## config.mk

```make
export PLATFORM = sky130hd
export DESIGN_NAME = hdmi_video_out
export DESIGN_NICKNAME = d
export VERILOG_FILES = /design/src/rtl/video_pkg.sv /design/src/rtl/video_timing.sv /design/src/rtl/hdmi_video_out.sv
export SDC_FILE = /design/constraint.sdc
export NUM_CORES = 1
export LEC_CHECK = 0
export ABC_AREA = 1
export BUFFER_PORTS_ARGS = -buffer_cell sky130_fd_sc_hd__buf_2
export CAP_MARGIN = 0
export CORE_AREA = 2 2 97 99
export DETAILED_ROUTE_END_ITERATION = 6
export DIE_AREA = 0 0 99 101
export PLACE_DENSITY = 0.71
export SETUP_SLACK_MARGIN = 0.02
export SLEW_MARGIN = 10
export SYNTH_ARGS = -nofsm -noshare
export SYNTH_HDL_FRONTEND = slang
export SYNTH_SLANG_ARGS = --single-unit
```

## constraint.sdc

```tcl
create_clock -name clk -period 2.9 [get_ports clk]
set_clock_uncertainty 0.15 [all_clocks]
set_input_delay 0 -clock clk [delete_from_list [all_inputs] [get_ports clk]]
set_output_delay 0 -clock clk [all_outputs]
set_load 0.02 [all_outputs]
```

## src/rtl/video_pkg.sv

```systemverilog
// Default SVGA 800x600@60 timing constants, lock state type and a saturating
// counter helper shared by the video output stage.
package video_pkg;

  localparam int H_ACTIVE_DEF = 800;
  localparam int H_FP_DEF     = 40;
  localparam int H_SYNC_DEF   = 128;
  localparam int H_BP_DEF     = 88;
  localparam int V_ACTIVE_DEF = 600;
  localparam int V_FP_DEF     = 1;
  localparam int V_SYNC_DEF   = 4;
  localparam int V_BP_DEF     = 23;

  localparam int H_TOTAL_DEF = H_ACTIVE_DEF + H_FP_DEF + H_SYNC_DEF + H_BP_DEF;
  localparam int V_TOTAL_DEF = V_ACTIVE_DEF + V_FP_DEF + V_SYNC_DEF + V_BP_DEF;

  typedef enum logic {
    SEEK   = 1'b0,
    LOCKED = 1'b1
  } lock_state_e;

  function automatic logic [15:0] sat_inc16(input logic [15:0] v);
    return (v == 16'hFFFF) ? v : v + 16'd1;
  endfunction

endpackage

```

## src/rtl/video_timing.sv

```systemverilog
// Raster position counters and region decode for one video mode.
module video_timing #(
  parameter int H_ACTIVE = 800,
  parameter int H_FP     = 40,
  parameter int H_SYNC   = 128,
  parameter int H_BP     = 88,
  parameter int V_ACTIVE = 600,
  parameter int V_FP     = 1,
  parameter int V_SYNC   = 4,
  parameter int V_BP     = 23
) (
  input  logic clk_i,
  input  logic rst_ni,
  output logic active_o,
  output logic hsync_o,
  output logic vsync_o,
  output logic at_origin_o
);

  localparam int H_TOTAL = H_ACTIVE + H_FP + H_SYNC + H_BP;
  localparam int V_TOTAL = V_ACTIVE + V_FP + V_SYNC + V_BP;
  localparam int HW = $clog2(H_TOTAL);
  localparam int VW = $clog2(V_TOTAL);

  localparam logic [HW-1:0] H_LAST   = HW'(H_TOTAL - 1);
  localparam logic [VW-1:0] V_LAST   = VW'(V_TOTAL - 1);
  localparam logic [HW-1:0] H_ACT    = HW'(H_ACTIVE);
  localparam logic [VW-1:0] V_ACT    = VW'(V_ACTIVE);
  localparam logic [HW-1:0] HS_START = HW'(H_ACTIVE + H_FP);
  localparam logic [HW-1:0] HS_END   = HW'(H_ACTIVE + H_FP + H_SYNC);
  localparam logic [VW-1:0] VS_START = VW'(V_ACTIVE + V_FP);
  localparam logic [VW-1:0] VS_END   = VW'(V_ACTIVE + V_FP + V_SYNC);

  logic [HW-1:0] hcnt_q, hcnt_d;
  logic [VW-1:0] vcnt_q, vcnt_d;

  always_comb begin
    hcnt_d = hcnt_q + HW'(1);
    vcnt_d = vcnt_q;
    if (hcnt_q == H_LAST) begin
      hcnt_d = '0;
      vcnt_d = (vcnt_q == V_LAST) ? '0 : vcnt_q + VW'(1);
    end
  end

  always_ff @(posedge clk_i or negedge rst_ni) begin
    if (!rst_ni) begin
      hcnt_q <= '0;
      vcnt_q <= '0;
    end else begin
      hcnt_q <= hcnt_d;
      vcnt_q <= vcnt_d;
    end
  end

  assign active_o    = (hcnt_q < H_ACT) && (vcnt_q < V_ACT);
  assign hsync_o     = (hcnt_q >= HS_START) && (hcnt_q < HS_END);
  assign vsync_o     = (vcnt_q >= VS_START) && (vcnt_q < VS_END);
  assign at_origin_o = (hcnt_q == '0) && (vcnt_q == '0);

endmodule

```

## src/rtl/hdmi_video_out.sv

```systemverilog
// HDMI output stage: aligns an SOF-tagged pixel stream to the raster, blanks
// on underflow or misalignment and relocks at the next frame origin.
module hdmi_video_out
  import video_pkg::*;
#(
  parameter int H_ACTIVE = H_ACTIVE_DEF,
  parameter int H_FP     = H_FP_DEF,
  parameter int H_SYNC   = H_SYNC_DEF,
  parameter int H_BP     = H_BP_DEF,
  parameter int V_ACTIVE = V_ACTIVE_DEF,
  parameter int V_FP     = V_FP_DEF,
  parameter int V_SYNC   = V_SYNC_DEF,
  parameter int V_BP     = V_BP_DEF
) (
  input  logic        clk,
  input  logic        rstn,
  input  logic        in_valid,
  output logic        in_ready,
  input  logic [23:0] in_rgb,
  input  logic        in_sof,
  output logic [23:0] hdmi_rgb,
  output logic        hdmi_hsync,
  output logic        hdmi_vsync,
  output logic        hdmi_videovalid,
  output logic        frame_start,
  output logic        locked,
  output logic [15:0] underflow_cnt
);

  logic active, hsync, vsync, at_origin;

  video_timing #(
    .H_ACTIVE(H_ACTIVE), .H_FP(H_FP), .H_SYNC(H_SYNC), .H_BP(H_BP),
    .V_ACTIVE(V_ACTIVE), .V_FP(V_FP), .V_SYNC(V_SYNC), .V_BP(V_BP)
  ) u_timing (
    .clk_i       (clk),
    .rst_ni      (rstn),
    .active_o    (active),
    .hsync_o     (hsync),
    .vsync_o     (vsync),
    .at_origin_o (at_origin)
  );

  lock_state_e state_q, state_d;
  logic        show, fail;
  logic        sof_misplaced;
  logic [23:0] rgb_q;
  logic        hsync_q, vsync_q, de_q, fs_q;
  logic [15:0] ucnt_q, ucnt_d;

  // An SOF anywhere but the origin is held back rather than consumed
  assign sof_misplaced = in_valid && in_sof && !at_origin;

  always_ff @(posedge clk or negedge rstn) begin
    if (!rstn) state_q <= SEEK;
    else       state_q <= state_d;
  end

  always_comb begin
    state_d = state_q;
    case (state_q)
      SEEK:    if (at_origin && in_valid && in_sof) state_d = LOCKED;
      LOCKED:  if (active && (!in_valid || sof_misplaced)) state_d = SEEK;
      default: state_d = SEEK;
    endcase
  end

  always_comb begin
    in_ready = 1'b0;
    show     = 1'b0;
    fail     = 1'b0;
    case (state_q)
      SEEK: begin
        in_ready = !in_sof || at_origin;
        show     = at_origin && in_valid && in_sof;
      end
      LOCKED: begin
        in_ready = active && !sof_misplaced;
        fail     = active && (!in_valid || sof_misplaced);
        show     = active && in_valid && !sof_misplaced;
      end
      default: ;
    endcase
  end

  assign ucnt_d = fail ? sat_inc16(ucnt_q) : ucnt_q;

  always_ff @(posedge clk or negedge rstn) begin
    if (!rstn) begin
      rgb_q   <= '0;
      hsync_q <= 1'b0;
      vsync_q <= 1'b0;
      de_q    <= 1'b0;
      fs_q    <= 1'b0;
      ucnt_q  <= '0;
    end else begin
      rgb_q   <= show ? in_rgb : 24'h0;
      hsync_q <= hsync;
      vsync_q <= vsync;
      de_q    <= active;
      fs_q    <= at_origin;
      ucnt_q  <= ucnt_d;
    end
  end

  assign hdmi_rgb        = rgb_q;
  assign hdmi_hsync      = hsync_q;
  assign hdmi_vsync      = vsync_q;
  assign hdmi_videovalid = de_q;
  assign frame_start     = fs_q;
  assign locked          = (state_q == LOCKED);
  assign underflow_cnt   = ucnt_q;

endmodule
```

# Word-level counts from Yosys, hierarchy flattened

Index checks and enable logic that the tools add are counted.

Register bits after elaboration: 66
Input bits: 28
Output and inout port bits: 46
Word-level logic and storage cells: 53

$add $sub $neg: 3
Order comparisons: 6
Equality and inequality tests: 3
Muxes and demuxes: 9
Bitwise gates (word level): 2
Reductions and logical operators: 21

Operator list:

| cell                                                                                   | count |
|---|---|
| 24-bit two-way mux                                                                     | 1 |
| 11-bit by 10-bit < comparator with 1-bit output (second input constant)                | 2 |
| 10-bit < comparator (second input constant)                                            | 2 |
| 16-bit by 1-bit adder with 16-bit output (second input constant)                       | 1 |
| 16-bit == test (second input constant)                                                 | 1 |
| 1-bit logical AND                                                                      | 12 |
| 11-bit by 1-bit adder with 11-bit output (second input constant)                       | 1 |
| 11-bit == test (second input constant)                                                 | 1 |
| 11-bit by 10-bit greater-or-equal comparator with 1-bit output (second input constant) | 1 |
| 11-bit zero test                                                                       | 1 |
| 11-bit two-way mux                                                                     | 1 |
| 10-bit by 1-bit adder with 10-bit output (second input constant)                       | 1 |
| 10-bit == test (second input constant)                                                 | 1 |
| 10-bit greater-or-equal comparator (second input constant)                             | 1 |
| 10-bit zero test                                                                       | 1 |
| 10-bit two-way mux                                                                     | 1 |
| 1-bit case mux with 2 select lines                                                     | 3 |
| 1-bit zero test                                                                        | 4 |
| 1-bit two-way mux                                                                      | 3 |
| 1-bit logical OR                                                                       | 2 |
| 1-bit inverter                                                                         | 2 |
| 2-bit AND reduction                                                                    | 1 |

# Depth between registers and ports, before layout

Depth in word-level cells: 8
Gate-level depth with buffers: 11
Depth with buffers taken out: 11

# Modules after synthesis

A second synthesis with hierarchy kept.

Cell total of the unflattened synthesis: 439
Area, all modules: 3363.2 um^2

Modules (own cells, without submodules):

| module         | times used | cells an instance | area each (um^2) | seq. area each (um^2) |
|---|---|---|---|---|
| hdmi_video_out | 1          | 240               | 1985.7           | 1126.1 |
| video_timing   | 1          | 199               | 1377.6           | 525.5 |

# Worst setup path before layout

No wires, ideal clock.

Kind: reg-to-reg
From: reg ucnt_q[0] (netlist: underflow_cnt[0])
To: reg ucnt_q[2] (netlist: underflow_cnt[2])
Library setup time: 0.118 ns
Data arrival time: 1.616 ns
Data required time: 2.632 ns
Setup slack: 1.016 ns
Stages on the path, launching flop included: 8
Buffers on the path: 1
Clock period less this slack: 1.884 ns
Cell sequence: dfrtp_1 > ha_1 > nand2_1 > nor2_2 > nand4_4 > buf_2 > nand4_1 > nand2_1

Word-level cells in the longest chain between the ends: 3
Elaborated cells between the ends (all ways): 4
Those cells by class: add/sub (1); eq/ne (1); bitwise (1); reduce/logical (1)

RTL lines:

| what                                                                                             | RTL line              | RTL |
|---|---|---|
| start: declaration                                                                               | hdmi_video_out.sv:49  | `logic [15:0] ucnt_q, ucnt_d;` |
| start signal: assignment                                                                         | hdmi_video_out.sv:102 | `ucnt_q <= ucnt_d;` |
| parallel branches: the longest is 3 deep, another holds 16-bit by 1-bit adder with 16-bit output | -                     |  |

Several ways; the timed one is not identified.
A chain may end at the register's enable or synchronous reset.

# Final worst setup path

From: reg u_timing.vcnt_q[2]
To: reg rgb_q[2] (netlist: hdmi_rgb[2])

Word-level cells in the longest chain between the ends: 8
Elaborated cells between the ends (all ways): 13
Those cells by class: order compare (1); mux (2); reduce/logical (10)

RTL lines:

| what                                                                        | RTL line             | RTL |
|---|---|---|
| start: declaration                                                          | video_timing.sv:35   | `logic [VW-1:0] vcnt_q, vcnt_d;` |
| start signal: assignment                                                    | video_timing.sv:52   | `vcnt_q <= vcnt_d;` |
| parallel branches: the longest is 6 deep, another holds 10-bit < comparator | -                    |  |
| 1-bit case mux with 2 select lines (*)                                      | hdmi_video_out.sv:72 | `case (state_q)` |
| 24-bit two-way mux (*)                                                      | hdmi_video_out.sv:97 | `rgb_q <= show ? in_rgb : 24'h0;` |
| end signal: assignment                                                      | hdmi_video_out.sv:97 |  |
| end: declaration                                                            | hdmi_video_out.sv:47 | `logic [23:0] rgb_q;` |

Mark *: on every way between the ends.

==> impl_metrics.sql <==
INSERT INTO impl_metrics (metric_group, metric, value, unit) VALUES
('place', 'dpl-instance-area', '3890', 'µm²'),
('status', 'status', 'completed', ''),
('synth', 'flip_flop_and_latch_count_after_synthesis', '66', ''),
('clock_network', 'number_of_buffers_added_by_the_clock_tree_synthesis_step', '9', ''),
('global_routing', 'antenna_violations_before_repair', '0', ''),
('timing', 'finalMaxSlewViolations', '0', ''),
('floorplan', 'die_footprint', '10000', 'µm²'),
('synth', 'share_of_synthesized_flip_flops_with_an_asynchronous_set_or_reset', '100', '%'),
('timing', 'setup-violations-final', '0', ''),
('setup_path', 'crit_path_start_kind', 'flop', ''),
('timing', 'share_of_the_clock_period_used_by_the_worst_path', '77.1', '%'),
('synth', 'synthDistinctLibCells', '35', ''),
('final_layout', 'diodes', '0', ''),
('clock_network', 'buffer_count_from_post_cts_setup_fixing', '0', ''),
('power_and_ir_drop', 'areal_power_density_over_the_cells', '418', 'nW/µm²'),
('place', 'io_buffer_count', '73', ''),
('timing', 'worstMarginPinSlew', '0.812', 'ns'),
('clock_network', 'htreeDepth', '3', ''),
('floorplan', 'core', '8980', 'µm²'),
('setup_path', 'critPathRequiredTime', '3.00', 'ns'),
('global_routing', 'grt_pass1_wl', '13.4', 'mm'),
('floorplan', 'num_rows', '35', ''),
('final_layout', 'flow.area_growth_from_synthesis', '26.0', '%'),
('power_and_ir_drop', 'standby_leakage_power', '0.00232', 'µW'),
('timing', 'timing_hold_violations_final', '0', ''),
('place', 'dpl_worst_slack', '0.642', 'ns'),
('min_path', 'hold_path.class', 'input pin to flop', ''),
('setup_path', 'critPathArrivalTime', '2.34', 'ns'),
('drt', 'route.met3.wl', '391', 'µm'),
('floorplan', 'io_pins', '74', ''),
('power_and_ir_drop', 'power.net_switching', '443', 'µW'),
('synth', 'mappedNetlistArea', '3470', 'µm²'),
('synth', 'yosys.area.top_type', 'dfrtp_1', ''),
('global_routing', 'globalRouteTotalUtil', '16.9', '%'),
('synth', 'synth_area_leaders', 'dfrtp_1 (48%), nand2_1 (10%), inv_1 (4.5%)', ''),
('drt', 'route.layer.met1.wl', '3.53', 'mm'),
('clock_network', 'cts_buffer_depth', '2', ''),
('drt', 'finalWirelength', '8.02', 'mm'),
('drt', 'avgRoutedWirePerCell', '13.0', 'µm'),
('timing', 'fin_crit', '2.24', 'ns'),
('synth', 'edff_count_synth', '0', ''),
('setup_path', 'timing_worst_setup_path_type', 'flop to flop', ''),
('timing', 'final.setup.tns', '0', 'ns'),
('drt', 'routed-wl-met2', '3.92', 'mm'),
('clock_network', 'cts_tree', 'built', ''),
('timing', 'holdWs', '0.145', 'ns'),
('global_routing', 'grt_max_degree', '67', ''),
('clock_network', 'clock-sinks', '66', ''),
('floorplan', 'die_width', '99', 'µm'),
('final_layout', 'final_core_util', '48.7', '%'),
('place', 'detailedPlacementHpwl', '5.29', 'mm'),
('setup_path', 'critical_path.endpoint_type', 'flop', ''),
('power_and_ir_drop', 'sw_frac_of_total', '24.3', '%'),
('power_and_ir_drop', 'clock_power_share', '44.1', '%'),
('drt', 'drcViolationCount', '0', ''),
('setup_path', 'critical-path-max-stage-delay', '0.63', 'ns'),
('synth', 'synthesis_warnings', '0', ''),
('power_and_ir_drop', 'p_seq_share', '50.8', '%'),
('power_and_ir_drop', 'internal_power', '1380', 'µW'),
('synth', 'synth_flop_cell', 'dfrtp_1', ''),
('timing', 'grt_setup_unrepaired', 'no', ''),
('floorplan', 'initial_standard_cell_utilization_of_the_core', '38.6', '%'),
('clock_network', 'postCtsResizedCells', '0', ''),
('timing', 'max_freq', '447', 'MHz'),
('synth', 'synth-seq-area-share', '47.7', '%'),
('job', 'drv.max_cap_violation_count', '0', ''),
('setup_path', 'critPathSlowestCell', 'nand4_2', ''),
('timing', 'setup_slack', '0.664', 'ns'),
('final_layout', 'nets', '534', ''),
('final_layout', 'layout.cell_area.non_filler', '4370', 'µm²'),
('setup_path', 'worst-path-max-fanout', '25', '');
registers in the layout, summed over array words and instances (netlist names):
signal,count
frame_start,1
hdmi_rgb,24
hdmi_vsync,1
hdmi_hsync,1
locked,1
u_timing.vcnt_q,10
underflow_cnt,16
hdmi_videovalid,1
u_timing.hcnt_q,11
path summary, 6_finish.rpt:
check,startpoint,to,slack (ns),depth (start not counted)
max,u_timing.vcnt_q[2],hdmi_rgb[2],0.66,4
min,in_sof,hdmi_rgb[10],0.14,4
max reg2reg,u_timing.vcnt_q[2],hdmi_rgb[2],0.66,4
min reg2reg,u_timing.hcnt_q[0],u_timing.hcnt_q[0],0.34,1
max in group asynchronous,rstn,u_timing.vcnt_q[7],1.85,3
min in group asynchronous,rstn,underflow_cnt[8],0.21,3
power groups by stage:
| stage | clock network (µW) | registers [µW] | logic, µW |
|---|---|---|---|
| 5_1_grt | 877 | 928 | 104 |
| 3_5_place_dp | 0 | 945 | 67.1 |
| 6_report | 804 | 927 | 93.9 |
| 2_1_floorplan | 0 | 948 | 19.1 |
| 4_1_cts | 832 | 927 | 93.9 |
| 3_3_place_gp | 0 | 945 | 66.7 |
stage by stage:
step                      std cells  power [µW]
after global placement          572        1010
after global routing            615        1910
after CTS                       615        1850
final                           615        1820
after detailed placement        572        1010
after floorplan                 398         968
cell usage in the layout, fill, tap and decap left out:
| master | synthesis | final |
|---|---|---|
| nand2_1 | 93 | 93 |
| buf_2 | 6 | 73 |
| dfrtp_1 | 66 | 66 |
| inv_1 | 42 | 42 |
| nor2_1 | 41 | 41 |
| nand3_1 | 27 | 27 |
| dlygate4sd3_1 | 0 | 27 |
| nand4_1 | 24 | 24 |
| o21ai_0 | 12 | 12 |
| xor2_1 | 11 | 11 |
| a21boi_1 | 11 | 11 |
| a21boi_2 | 9 | 9 |
| clkbuf_8 | 0 | 9 |
| ha_1 | 7 | 7 |
| nor3_1 | 6 | 6 |
| xnor2_1 | 5 | 5 |
| nand2_2 | 5 | 5 |
| nor2_2 | 4 | 4 |
| a21boi_0 | 4 | 4 |
| nor4_1 | 3 | 3 |
| inv_6 | 0 | 3 |
| nand3_4 | 2 | 2 |
| and3_1 | 2 | 2 |
| clkinvlp_4 | 0 | 2 |
| buf_4 | 2 | 2 |
| o21bai_1 | 1 | 1 |
| a21oi_1 | 1 | 1 |
| nand3_2 | 1 | 1 |
| nor2_4 | 1 | 1 |
| or2_4 | 1 | 1 |
| nor3_2 | 1 | 1 |
| nand4_2 | 1 | 1 |
| or2_2 | 1 | 1 |
| a211oi_1 | 1 | 1 |
| o2111ai_1 | 1 | 1 |
| nand2_4 | 1 | 1 |
| nand4_4 | 1 | 1 |
| inv_8 | 0 | 1 |
| bufinv_16 | 0 | 1 |
worst min-delay path, cell delays in order:
cell	delay (ns)
buf_2	0.10
nand2_2	0.12
nand3_4	0.29
a21boi_2	0.08
synthesized netlist by cell type, drive strengths merged, types with 3 or more instances:
cell and number:
dfrtp 66, inv 42, ha 7, nor4 3, o21ai 12, nor2 46
nand2 99, nand4 26, nor3 7, a21boi 24, xnor2 5, buf 12
nand3 30, xor2 11
cells by family (layout without fill, tap and decap cells):
logic type	after synthesis	in the layout	share of synthesized area [%]
AOI/OAI and AO/OA	40	40	8.74
buffers and inverters	54	160	7.26
xor gates and xnor gates	16	16	4.04
adders and majority gates	7	7	2.53
DFF	66	66	47.7
and+or+nand+nor	215	215	29.8
per-layer routing:
layer / track usage, % / vias up
li1: - / 1504
met1: 20.8 / 1398
met2: 27.8 / 84
met3: 4.85 / 19
met4: 7.06 / 0
met5: 0 / -
final cells by class:
cell class / instances / area [µm²] / share of cell area, %
clock buffers: 9 / 124 / 2.84
clock inverters: 7 / 82.6 / 1.89
inverters: 42 / 158 / 3.61
multi-input cells: 278 / 1560 / 35.8
flip-flops and latches: 66 / 1650 / 37.8
well taps: 111 / 139 / 3.18
repair buffers: 102 / 651 / 14.9
(Power assumes the default switching activity.)
